<file path="src/rtl/fpu_requester.sv">
// Initiator side of an FPU rdy/ack operand/result handshake.
// Takes valid/ready commands, returns valid/ready responses, and aborts a stalled FPU on timeout.
module fpu_requester #(
    parameter int unsigned bitness        = 32,
    parameter int unsigned TIMEOUT_CYCLES = 1024,
    parameter int unsigned CNT_WIDTH      = 16
) (
    input  logic                 clock,
    input  logic                 reset,
    input  logic                 cmd_valid,
    output logic                 cmd_ready,
    input  logic [bitness-1:0]   cmd_a,
    input  logic [bitness-1:0]   cmd_b,
    input  logic [3:0]           cmd_op,
    output logic                 fpu_input_rdy,
    input  logic                 fpu_input_ack,
    output logic [bitness-1:0]   fpu_data_a,
    output logic [bitness-1:0]   fpu_data_b,
    output logic [3:0]           fpu_operation,
    input  logic                 fpu_output_rdy,
    output logic                 fpu_output_ack,
    input  logic [bitness-1:0]   fpu_result,
    output logic                 rsp_valid,
    input  logic                 rsp_ready,
    output logic [bitness-1:0]   rsp_result,
    output logic [3:0]           rsp_op,
    output logic                 rsp_timeout,
    output logic                 busy,
    output logic [CNT_WIDTH-1:0] done_count,
    output logic [7:0]           timeout_count
);

    typedef enum logic [2:0] {StIdle, StIssue, StWait, StAck, StRespond} state_e;

    state_e      state_q, state_d;
    logic [31:0] tmo_q, tmo_d;
    logic        accept, in_hs, out_hs, expire, rsp_hs, counting;

    always_comb begin
        state_d  = state_q;
        tmo_d    = tmo_q;
        accept   = (state_q == StIdle) && cmd_valid;
        in_hs    = (state_q == StIssue) && fpu_input_ack;
        out_hs   = (state_q == StWait) && fpu_output_rdy;
        rsp_hs   = (state_q == StRespond) && rsp_ready;
        counting = (state_q == StIssue) || (state_q == StWait);
        // A handshake on the expiry cycle takes priority over the abort.
        expire   = (TIMEOUT_CYCLES != 0) && counting && !in_hs && !out_hs &&
                   (tmo_q >= 32'(TIMEOUT_CYCLES - 1));

        if (accept) begin
            tmo_d = '0;
        end else if (counting) begin
            tmo_d = tmo_q + 32'd1;
        end

        case (state_q)
            StIdle:    if (accept) state_d = StIssue;
            StIssue:   if (in_hs) state_d = StWait;
            StWait:    if (out_hs) state_d = StAck;
            StAck:     state_d = StRespond;
            StRespond: if (rsp_hs) state_d = StIdle;
            default:   state_d = StIdle;
        endcase

        if (expire) begin
            state_d = StRespond;
        end
    end

    always_ff @(posedge clock or negedge reset) begin
        if (!reset) begin
            state_q        <= StIdle;
            tmo_q          <= '0;
            cmd_ready      <= 1'b1;
            fpu_input_rdy  <= 1'b0;
            fpu_output_ack <= 1'b0;
            rsp_valid      <= 1'b0;
            rsp_timeout    <= 1'b0;
            busy           <= 1'b0;
            fpu_data_a     <= '0;
            fpu_data_b     <= '0;
            fpu_operation  <= '0;
            rsp_result     <= '0;
            rsp_op         <= '0;
            done_count     <= '0;
            timeout_count  <= '0;
        end else begin
            state_q        <= state_d;
            tmo_q          <= tmo_d;
            cmd_ready      <= (state_d == StIdle);
            fpu_input_rdy  <= (state_d == StIssue);
            fpu_output_ack <= (state_d == StAck);
            rsp_valid      <= (state_d == StRespond);
            busy           <= (state_d != StIdle);

            if (accept) begin
                fpu_data_a    <= cmd_a;
                fpu_data_b    <= cmd_b;
                fpu_operation <= cmd_op;
                rsp_op        <= cmd_op;
            end
            if (out_hs) begin
                rsp_result <= fpu_result;
            end
            if (expire) begin
                rsp_result  <= '1;
                rsp_timeout <= 1'b1;
            end
            if (rsp_hs) begin
                rsp_timeout <= 1'b0;
                if (rsp_timeout) begin
                    if (timeout_count != 8'hFF) timeout_count <= timeout_count + 8'd1;
                end else begin
                    done_count <= done_count + 1'b1;
                end
            end
        end
    end

endmodule

</file>
<file path="config.mk">
export PLATFORM = sky130hd
export DESIGN_NAME = fpu_requester
export DESIGN_NICKNAME = d
export VERILOG_FILES = /design/src/rtl/fpu_requester.sv
export SDC_FILE = /design/constraint.sdc
export NUM_CORES = 1
export LEC_CHECK = 0
export CORE_ASPECT_RATIO = 0.9
export CORE_MARGIN = 1.5
export CORE_UTILIZATION = 50
export DETAILED_ROUTE_END_ITERATION = 8
export PLACE_DENSITY = 0.86
export SYNTH_ARGS = -nofsm -noshare
export SYNTH_HDL_FRONTEND = slang
export SYNTH_SLANG_ARGS = --single-unit
</file>
<file path="constraint.sdc">
create_clock -name clock -period 4.2 [get_ports clock]
set_input_delay 0.63 -clock clock [delete_from_list [all_inputs] [get_ports clock]]
set_output_delay 0.63 -clock clock [all_outputs]
set_load 0.05 [all_outputs]
</file>
==> results of run 1 <==
layout make-up:
type | instances | share of cell area
multi-input cells | 559 | 0.285
inverters | 13 | 0.00467
clock inverters | 12 | 0.0134
flip-flops and latches | 165 | 0.395
clock buffers | 20 | 0.0446
repair buffers | 247 | 0.235
well taps | 193 | 0.0231
metal layers:
metal,vias to the layer above,GRT usage,part of all wire,routed length [um]
met1,3086,0.343,0.40,7890
met4,0,0.114,0.037,726
met5,-,0,0,0
met2,245,0.436,0.49,9760
li1,3016,-,-,-
met3,56,0.0909,0.075,1490
sequential cells by signal, indices dropped and copies added, names as in the netlist:
signal and flops:
busy 1, cmd_ready 1, done_count 16, fpu_data_a 32, fpu_data_b 32, fpu_input_rdy 1, fpu_output_ack 1, rsp_op 4
rsp_result 32, rsp_timeout 1, rsp_valid 1, state_q 3, timeout_count 8, tmo_q 32
logic make-up after synthesis:
logic type | after synthesis | synth area share
AO/OA/AOI/OAI | 28 | 0.0260
XOR/XNOR | 29 | 0.0347
adder cells (fa/ha/maj) | 3 | 0.00513
buffers and inverters | 56 | 0.0330
flip-flops | 165 | 0.565
multiplexers | 21 | 0.0296
AND/OR/NAND/NOR | 478 | 0.307
power groups by stage:
| stage | Clock [mW] | Sequential [mW] | Combinational, mW |
|---|---|---|---|
| 2_1_floorplan | 0 | 4.27 | 1.10 |
| 3_3_place_gp | 0 | 2.55 | 4.28 |
| 3_5_place_dp | 0 | 2.56 | 4.34 |
| 4_1_cts | 1.61 | 2.56 | 4.37 |
| 5_1_grt | 1.68 | 2.63 | 4.57 |
| 6_report | 1.59 | 2.56 | 4.35 |
through the flow:
step	utilization	worst slack, ns
2_1_floorplan	-	2.21
3_3_place_gp	0.696	1.63
3_5_place_dp	0.696	1.59
4_1_cts	0.739	1.67
5_1_grt	0.739	1.46
6_report	0.739	1.65
final timing paths:
path	endpoint
setup / recovery	rsp_result[14]$_DFFE_PN0P_
hold / removal	done_count[13]$_DFFE_PN0P_
setup reg to reg	rsp_result[14]$_DFFE_PN0P_
hold reg to reg	done_count[15]$_DFFE_PN0P_
max in group asynchronous	cmd_ready$_DFF_PN1_
min in group clock	done_count[15]$_DFFE_PN0P_
synthesized netlist by cell type (2+ instances only):
| cell | number |
|---|---|
| clkbuf_1 | 26 |
| nand3b_1 | 4 |
| buf_1 | 5 |
| inv_1 | 13 |
| nand4_1 | 15 |
| nand2_1 | 304 |
| nand4_2 | 2 |
| or2_2 | 15 |
| nand3_1 | 55 |
| buf_4 | 4 |
| o311ai_1 | 2 |
| nor3b_1 | 2 |
| mux2i_1 | 16 |
| dfrtp_1 | 164 |
| a22o_1 | 2 |
| xor2_1 | 14 |
| nor3_1 | 12 |
| a211o_1 | 2 |
| xnor2_1 | 15 |
| and4_1 | 4 |
| nor2_1 | 22 |
| buf_2 | 7 |
| o211ai_1 | 3 |
| o21ai_1 | 3 |
| nor2b_1 | 3 |
| or3_1 | 3 |
| o311ai_0 | 2 |
| nor4_1 | 15 |
| and3_1 | 4 |
| nor4_4 | 2 |
| or4_4 | 2 |
| nor3_2 | 2 |
| nor4_2 | 6 |
| mux2_2 | 5 |
| ha_1 | 3 |
| a21oi_1 | 8 |
| o21a_1 | 2 |
critical path, delay by kind of cell (launching register included):
kind	cells	cell delay [ns]
buf+inv	3	1.18
simple gates	3	0.48
flops	1	0.71
==> qor.yml, run 1 <==
status:
  status: "complete, no violations"
power:
  p_leak_nw: 4.85
  p_total_mw: 8.49
  seqPwrFrac: 0.301
  p_clk_frac: 0.187
  p_comb_frac: 0.512
  peakVddDrop_v: 0.000541
  p_sw_mw: 4.02
  power.density_nw_per_um2: 812
  p_int_mw: 4.48
  p_sw_frac: 0.473
clocking:
  cts_hold_buf: 0
  clk_pin_slew_ns: 0.06
  postCtsSetupBuffers: 0
  htreeDepth: 4
  cts-buffers-inserted: 17
  clockBufferDepth: 2
  clk_latency_ns: 0.43
  root_buffer: "clkbuf_16"
  cts_resized: 0
  clock_sinks: 165
  cts_tree: "built"
yosys:
  syn_inst: 780
  synth_cell_types: 49
  yosys.area.top_type: "dfrtp_1"
  synth_seq_area_share: 0.565
  synth_area_leaders: "dfrtp_1, nand2_1, nand3_1"
  synth_top_cell_area_share: 0.561
  syn_nets: 889
  yosysWarnings: 0
  synth_edf_count: 0
  synth_seq_cells: 165
  synth.cell_area_sq_um: 7310
  async_flop_share: 1.00
  avgSynthCellArea_sq_um: 9.37
  dominantRegCellSynth: "dfrtp_1"
worst_hold_path:
  min_path_type: "primary input to asynchronous set/reset pin"
placed_design:
  placed_cell_area_sq_um: 9850
  dp_cells: 1177
  place_congestion: 0.840
  hpwlAfterDp_um: 13500
  port_buffers: 239
floorplan:
  coreArea_sq_um: 14200
  die_area_sq_um: 15400
  ios: 240
  start_util: 0.516
  fp.dieW_um: 130
  rows: 41
  die_height_um: 118
detailed_routing:
  dr.pass1.iters: 5
  drtIter0Drc: 536
  drtAntennaViolNets: 0
  drc: 0
  via_count: 6403
  wl_um: 19900
  post_drt_wl_per_cell_um: 16.4
  vias_per_cell: 5.30
setup_path:
  cpPeakStageDelay_ns: 0.71
  rrSetupSlack_ns: 1.65
  reg2reg_depth: 6
  end_kind: "flop"
  worstPathCellList: "inv_1 -> nand3_1 -> buf_4 -> inv_1 -> nand2_1 -> nand3_1"
  critPathLaunchType: "flop"
  crit_path_max_fanout: 33
  crit_required_ns: 4.48
  critPathSlowestCell: "dfrtp_1"
  crit_start: "state_q[2]$_DFF_PN0_"
  r2r-start: "state_q[2]$_DFF_PN0_"
  cp_data_arrival_time_ns: 2.83
  worstSetupPathType: "flop to flop"
sta:
  tightest_slew_ns: 1.06
  fin_crit_ns: 2.55
  clock_skew_ns: 0.00795
  relSlewSlack: 0.295
  clock.fmax_mhz: 392
  hold_violations: 0
  rsz0062_at_grt: "false"
  setup-violations-final: 0
  slew_viol_final: 0
  post-route-period-util: 0.607
  tns_ns: 0
  holdWs_ns: 0.214
flow_run:
  cap_violations: 0
layout:
  diodes: 0
  final_cells: 1209
  area_growth_syn_to_layout_pct: 43.1
  multi_input_area_sq_um: 2980
  drive_above_1_share: 0.0797
  final_nets: 1112
  fillers: 977
  final_common_cell: "nand2_1"
  mostFrequentLayoutCells: "nand2_1, clkdlybuf4s50_1, dfrtp_1, nand3_1, nor2_1"
  finalInstanceArea_sq_um: 10500
  seqCellArea_sq_um: 4130
global_routing:
  antenna_found_initial: 0
  grt_pass1_wl_um: 32600
  grt_remaining_overflow: 0
  grt_pass1_vias: 6393
  track_usage: 0.274
  grt_max_degree: 78
(Power assumes the default switching activity.)
==> run 2: changes to the inputs <==
Settings changed: CORE_UTILIZATION 50 to 46, PLACE_DENSITY 0.86 to 0.8.
Clock period 4.2 ns to 2.5 ns, I/O delays scaled along.
==> run 2 against run 1 <==
Against the previous run: hold slack improved by 0.25 ns; first-iteration DRC count is 0.56% lower; sequential share of layout area shrank 0.64 points; highest routed layer unchanged; largest power group unchanged; critical endpoint is now rsp_timeout; critical path depth is 5 lower; die area is 8.5% higher.
==> qor.yml, run 2 (same netlist as run 1, synthesis figures left out) <==
clocking:
  cts_resized: 0
  clock_sinks: 165
  clk_pin_slew_ns: 0.07
  htreeDepth: 4
  cts_tree: "built"
  cts_hold_buf: 1
  clockBufferDepth: 2
  clk_latency_ns: 0.43
  postCtsSetupBuffers: 0
  root_buffer: "clkbuf_16"
  cts-buffers-inserted: 17
global_routing:
  grt_pass1_vias: 6369
  antenna_found_initial: 0
  grt_remaining_overflow: 0
  grt_max_degree: 78
  grt_pass1_wl_um: 32300
  track_usage: 0.251
setup_path:
  cpPeakStageDelay_ns: 0.87
  r2r-end: "tmo_q[24]$_DFFE_PN0P_"
  critPathLaunchType: "flop"
  cp.depth: 1
  cp_top_family: "buffers and inverters"
  crit_required_ns: 2.12
  worstPathCellList: "clkdlybuf4s50_1"
  rrSetupSlack_ns: 0.45
  crit_path_max_fanout: 7
  critPathSlowestCell: "clkdlybuf4s50_1"
  worstSetupPathType: "flop to primary output"
  reg2reg_depth: 4
  critPathBufInv: 1
  end_kind: "primary output"
  r2r-start: "tmo_q[10]$_DFFE_PN0P_"
  cp_data_arrival_time_ns: 1.81
layout:
  multi_input_area_sq_um: 2980
  area_growth_syn_to_layout_pct: 45.4
  drive_above_1_share: 0.0894
  final_core_util: 0.686
  finalInstanceArea_sq_um: 10600
  fillers: 1171
  mostFrequentLayoutCells: "nand2_1, clkdlybuf4s50_1, dfrtp_1, nand3_1, nor2_1"
  final_cells: 1231
  diodes: 0
  seqCellArea_sq_um: 4130
  final_common_cell: "nand2_1"
  final_nets: 1125
sta:
  worst_slack_ns: 0.313
  clock.fmax_mhz: 457
  rsz0062_at_grt: "false"
  setup-violations-final: 0
  fin_crit_ns: 2.19
  post-route-period-util: 0.875
  hold_violations: 0
  clock_skew_ns: 0.00814
  relSlewSlack: 0.576
  tightest_slew_ns: 0.633
  tns_ns: 0
  slew_viol_final: 0
floorplan:
  start_util: 0.472
  die_height_um: 123
  rows: 43
  coreArea_sq_um: 15500
  ios: 240
  fp.dieW_um: 136
  die_area_sq_um: 16700
flow_run:
  cap_violations: 0
detailed_routing:
  vias_per_cell: 5.13
  dr.pass1.iters: 5
  drtAntennaViolNets: 0
  wl_um: 19800
  drtIter0Drc: 533
  via_count: 6321
  drc: 0
  post_drt_wl_per_cell_um: 16.1
power:
  power.density_nw_per_um2: 1350
  peakVddDrop_v: 0.000943
  p_sw_mw: 6.77
  p_comb_frac: 0.524
  p_leak_nw: 4.93
  p_sw_frac: 0.472
  p_clk_frac: 0.183
  seqPwrFrac: 0.294
  p_int_mw: 7.58
placed_design:
  hpwlAfterDp_um: 13800
  dp_cells: 1198
  port_buffers: 239
  place_congestion: 0.830
  place_ws_ns: 0.395
  placed_cell_area_sq_um: 10000
worst_hold_path:
  min_path_type: "primary input to flop"
  min_from: "cmd_b[13]"
  min_to: "fpu_data_b[13]$_DFFE_PN0P_"
  hold_depth: 3
status:
  status: "complete, no violations"
[run 2: final cells by class]
cell class,count,area share
multi-input cells,559,0.280
clock buffers,18,0.0404
repair buffers,260,0.247
inverters,13,0.00459
clock inverters,14,0.0154
flip-flops and latches,165,0.388
well taps,202,0.0238
[run 2: how the worst max path moves through the flow]
stage | from | endpoint | slack [ns]
3_3_place_gp | cmd_valid | tmo_q[24]$_DFFE_PN0P_ | 0.46
4_1_cts | rsp_timeout$_DFFE_PN0P_ | rsp_timeout | 0.31
5_1_grt | rsp_timeout$_DFFE_PN0P_ | rsp_timeout | 0.29
2_1_floorplan | timeout_count[0]$_DFFE_PN0P_ | timeout_count[1]$_DFFE_PN0P_ | 0.51
3_5_place_dp | cmd_valid | fpu_data_a[12]$_DFFE_PN0P_ | 0.40
6_report | rsp_timeout$_DFFE_PN0P_ | rsp_timeout | 0.31
[run 2: stage by stage]
step / power [mW] / hold WS, ns
final: 14.3 / 0.465
after global routing: 15.1 / 0.464
after CTS: 14.4 / 0.450
after detailed placement: 11.8 / 0.419
after global placement: 11.7 / 0.423
after floorplan: 9.02 / 0.0794
[run 2: metal layers]
layer  vias to the layer above  track usage  share of wire
met2                       233        0.391           0.48
met3                        35       0.0884          0.078
met4                         0       0.0871          0.025
met1                      3007        0.326           0.42
met5                         -            0              0
li1                       3046            -              -
[run 2: power by group through the flow]
stage | registers, mW | clock network [mW] | logic, mW
after floorplan | 7.18 | 0 | 1.85
after global placement | 4.21 | 0 | 7.45
after detailed placement | 4.22 | 0 | 7.53
after CTS | 4.21 | 2.67 | 7.56
after global routing | 4.33 | 2.80 | 7.96
final | 4.21 | 2.62 | 7.51
==> run 3: changes to the inputs <==
==> constraint.sdc (replaced) <==
create_clock -name clock -period 2.5 [get_ports clock]
set_input_delay 0.5 -clock clock [delete_from_list [all_inputs] [get_ports clock]]
set_output_delay 0.5 -clock clock [all_outputs]
set_load 0.05 [all_outputs]
==> run 3 against run 2 <==
Against the previous run: clock skew is essentially flat; clock-buffer cell count is the same; core utilization rose by 0.47 points; flip-flop and latch count unchanged; critical path depth is 4 higher; cell count increased by 0.81%; critical endpoint is now rsp_result[22]$_DFFE_PN0P_; largest cell class unchanged.
==> qor.yml, run 3 (same netlist as run 1, synthesis figures left out) <==
worst_hold_path:
  min_path_type: "primary input to asynchronous set/reset pin"
sta:
  relSlewSlack: 0.406
  clock_skew_ns: 0.00764
  clock.fmax_mhz: 420
  fin_crit_ns: 2.38
  tns_ns: 0
  setup-violations-final: 0
  slew_viol_final: 0
  holdWs_ns: 0.0449
  rsz0062_at_grt: "false"
  worst_slack_ns: 0.117
  tightest_slew_ns: 0.889
  hold_violations: 0
  post-route-period-util: 0.953
layout:
  finalInstanceArea_sq_um: 10700
  drive_above_1_share: 0.100
  area_growth_syn_to_layout_pct: 46.4
  mostFrequentLayoutCells: "nand2_1, clkdlybuf4s50_1, dfrtp_1, nand3_1, buf_4"
  final_cells: 1241
  final_nets: 1136
  fillers: 1179
  diodes: 0
  final_common_cell: "nand2_1"
setup_path:
  crit_path_max_fanout: 13
  end_kind: "flop"
  critPathLaunchType: "flop"
  cp_data_arrival_time_ns: 2.68
  crit_required_ns: 2.80
  worstSetupPathType: "flop to flop"
clocking:
  clk_pin_slew_ns: 0.07
  clockBufferDepth: 2
  cts-buffers-inserted: 17
  clk_latency_ns: 0.42
  cts_tree: "built"
  htreeDepth: 4
  root_buffer: "clkbuf_16"
  clock_sinks: 165
  postCtsSetupBuffers: 0
global_routing:
  grt_pass1_vias: 6295
  grt_max_degree: 56
  track_usage: 0.248
  grt_pass1_wl_um: 32000
  grt_remaining_overflow: 0
  antenna_found_initial: 0
detailed_routing:
  drc: 0
  vias_per_cell: 5.15
  via_count: 6388
  drtIter0Drc: 444
  drtAntennaViolNets: 0
  dr.pass1.iters: 4
  post_drt_wl_per_cell_um: 16.2
  wl_um: 20100
power:
  power.density_nw_per_um2: 1340
  peakVddDrop_v: 0.000904
  p_leak_nw: 4.98
placed_design:
  port_buffers: 239
  hpwlAfterDp_um: 14100
  placed_cell_area_sq_um: 10100
  dp_cells: 1209
  place_ws_ns: 0.0794
  place_congestion: 0.800
floorplan:
  rows: 43
  start_util: 0.472
  ios: 240
  fp.dieW_um: 136
  die_height_um: 123
  coreArea_sq_um: 15500
  die_area_sq_um: 16700
flow_run:
  cap_violations: 0
status:
  status: "complete, no violations"
run 3: changes by cell type in the layout (fill, tap and decap cells not counted), sizes merged:
cell and delta:
buf +11, clkinv +3, inv -3, o311ai +1
clkinvlp -1, dlygate4sd3 -1
run 3: final cells by class:
type                            instances  area [sq um]  share of cell area
Clock buffer                           18           439              0.0410
Multi-Input combinational cell        560          3000               0.280
Tap cell                              202           253              0.0236
Timing Repair Buffer                  270          2690               0.251
Inverter                               13          48.8             0.00456
Clock inverter                         13           150              0.0140
Sequential cell                       165          4130               0.386
run 3: stage by stage:
stage	power, mW	utilization
after floorplan	9.02	-
after global placement	11.7	0.652
after detailed placement	11.8	0.652
after CTS	14.4	0.690
after global routing	15.1	0.691
final	14.4	0.691
run 3: timing repair:
item / CTS / global route
resized for setup: 0 / 0
hold buffers: 0 / 0
endpoints found under the setup margin: 0 / 15
run 3: per-layer routing:
| metal | part of all wire | vias up | GRT usage |
|---|---|---|---|
| met3 | 0.064 | 32 | 0.0764 |
| met5 | 0 | - | 0 |
| met1 | 0.41 | 3060 | 0.319 |
| met4 | 0.026 | 0 | 0.0957 |
| met2 | 0.50 | 221 | 0.398 |
| li1 | - | 3075 | - |
run 3: report_power, final:
| group | leakage (nW) | switching (mW) | internal [mW] |
|---|---|---|---|
| sequential | 2.09 | 0.617 | 3.61 |
| combinational | 2.60 | 5.04 | 2.49 |
| clock | 0.289 | 1.09 | 1.51 |
run 3: path summary, 6_finish.rpt:
| path | from | cells after the start | to | slack (ns) |
|---|---|---|---|---|
| max in group asynchronous | reset | 2 | fpu_data_b[14]$_DFFE_PN0P_ | 1.76 |
| worst min-delay path | reset | 1 | done_count[10]$_DFFE_PN0P_ | 0.04 |
| worst max-delay path | tmo_q[12]$_DFFE_PN0P_ | 5 | rsp_result[22]$_DFFE_PN0P_ | 0.12 |
| worst min register to register | fpu_data_b[6]$_DFFE_PN0P_ | 2 | fpu_data_b[6]$_DFFE_PN0P_ | 0.47 |
| worst max register to register | tmo_q[12]$_DFFE_PN0P_ | 5 | rsp_result[22]$_DFFE_PN0P_ | 0.12 |
| min in group clock | fpu_data_b[6]$_DFFE_PN0P_ | 2 | fpu_data_b[6]$_DFFE_PN0P_ | 0.47 |
run 3: worst max-delay path, stage by stage, from the launching register on:
cell and delay, ns:
dfrtp_1 0.38, nor4_1 0.43, nand4_1 0.34, o311ai_4 0.75, buf_4 0.28, nand3_1 0.09
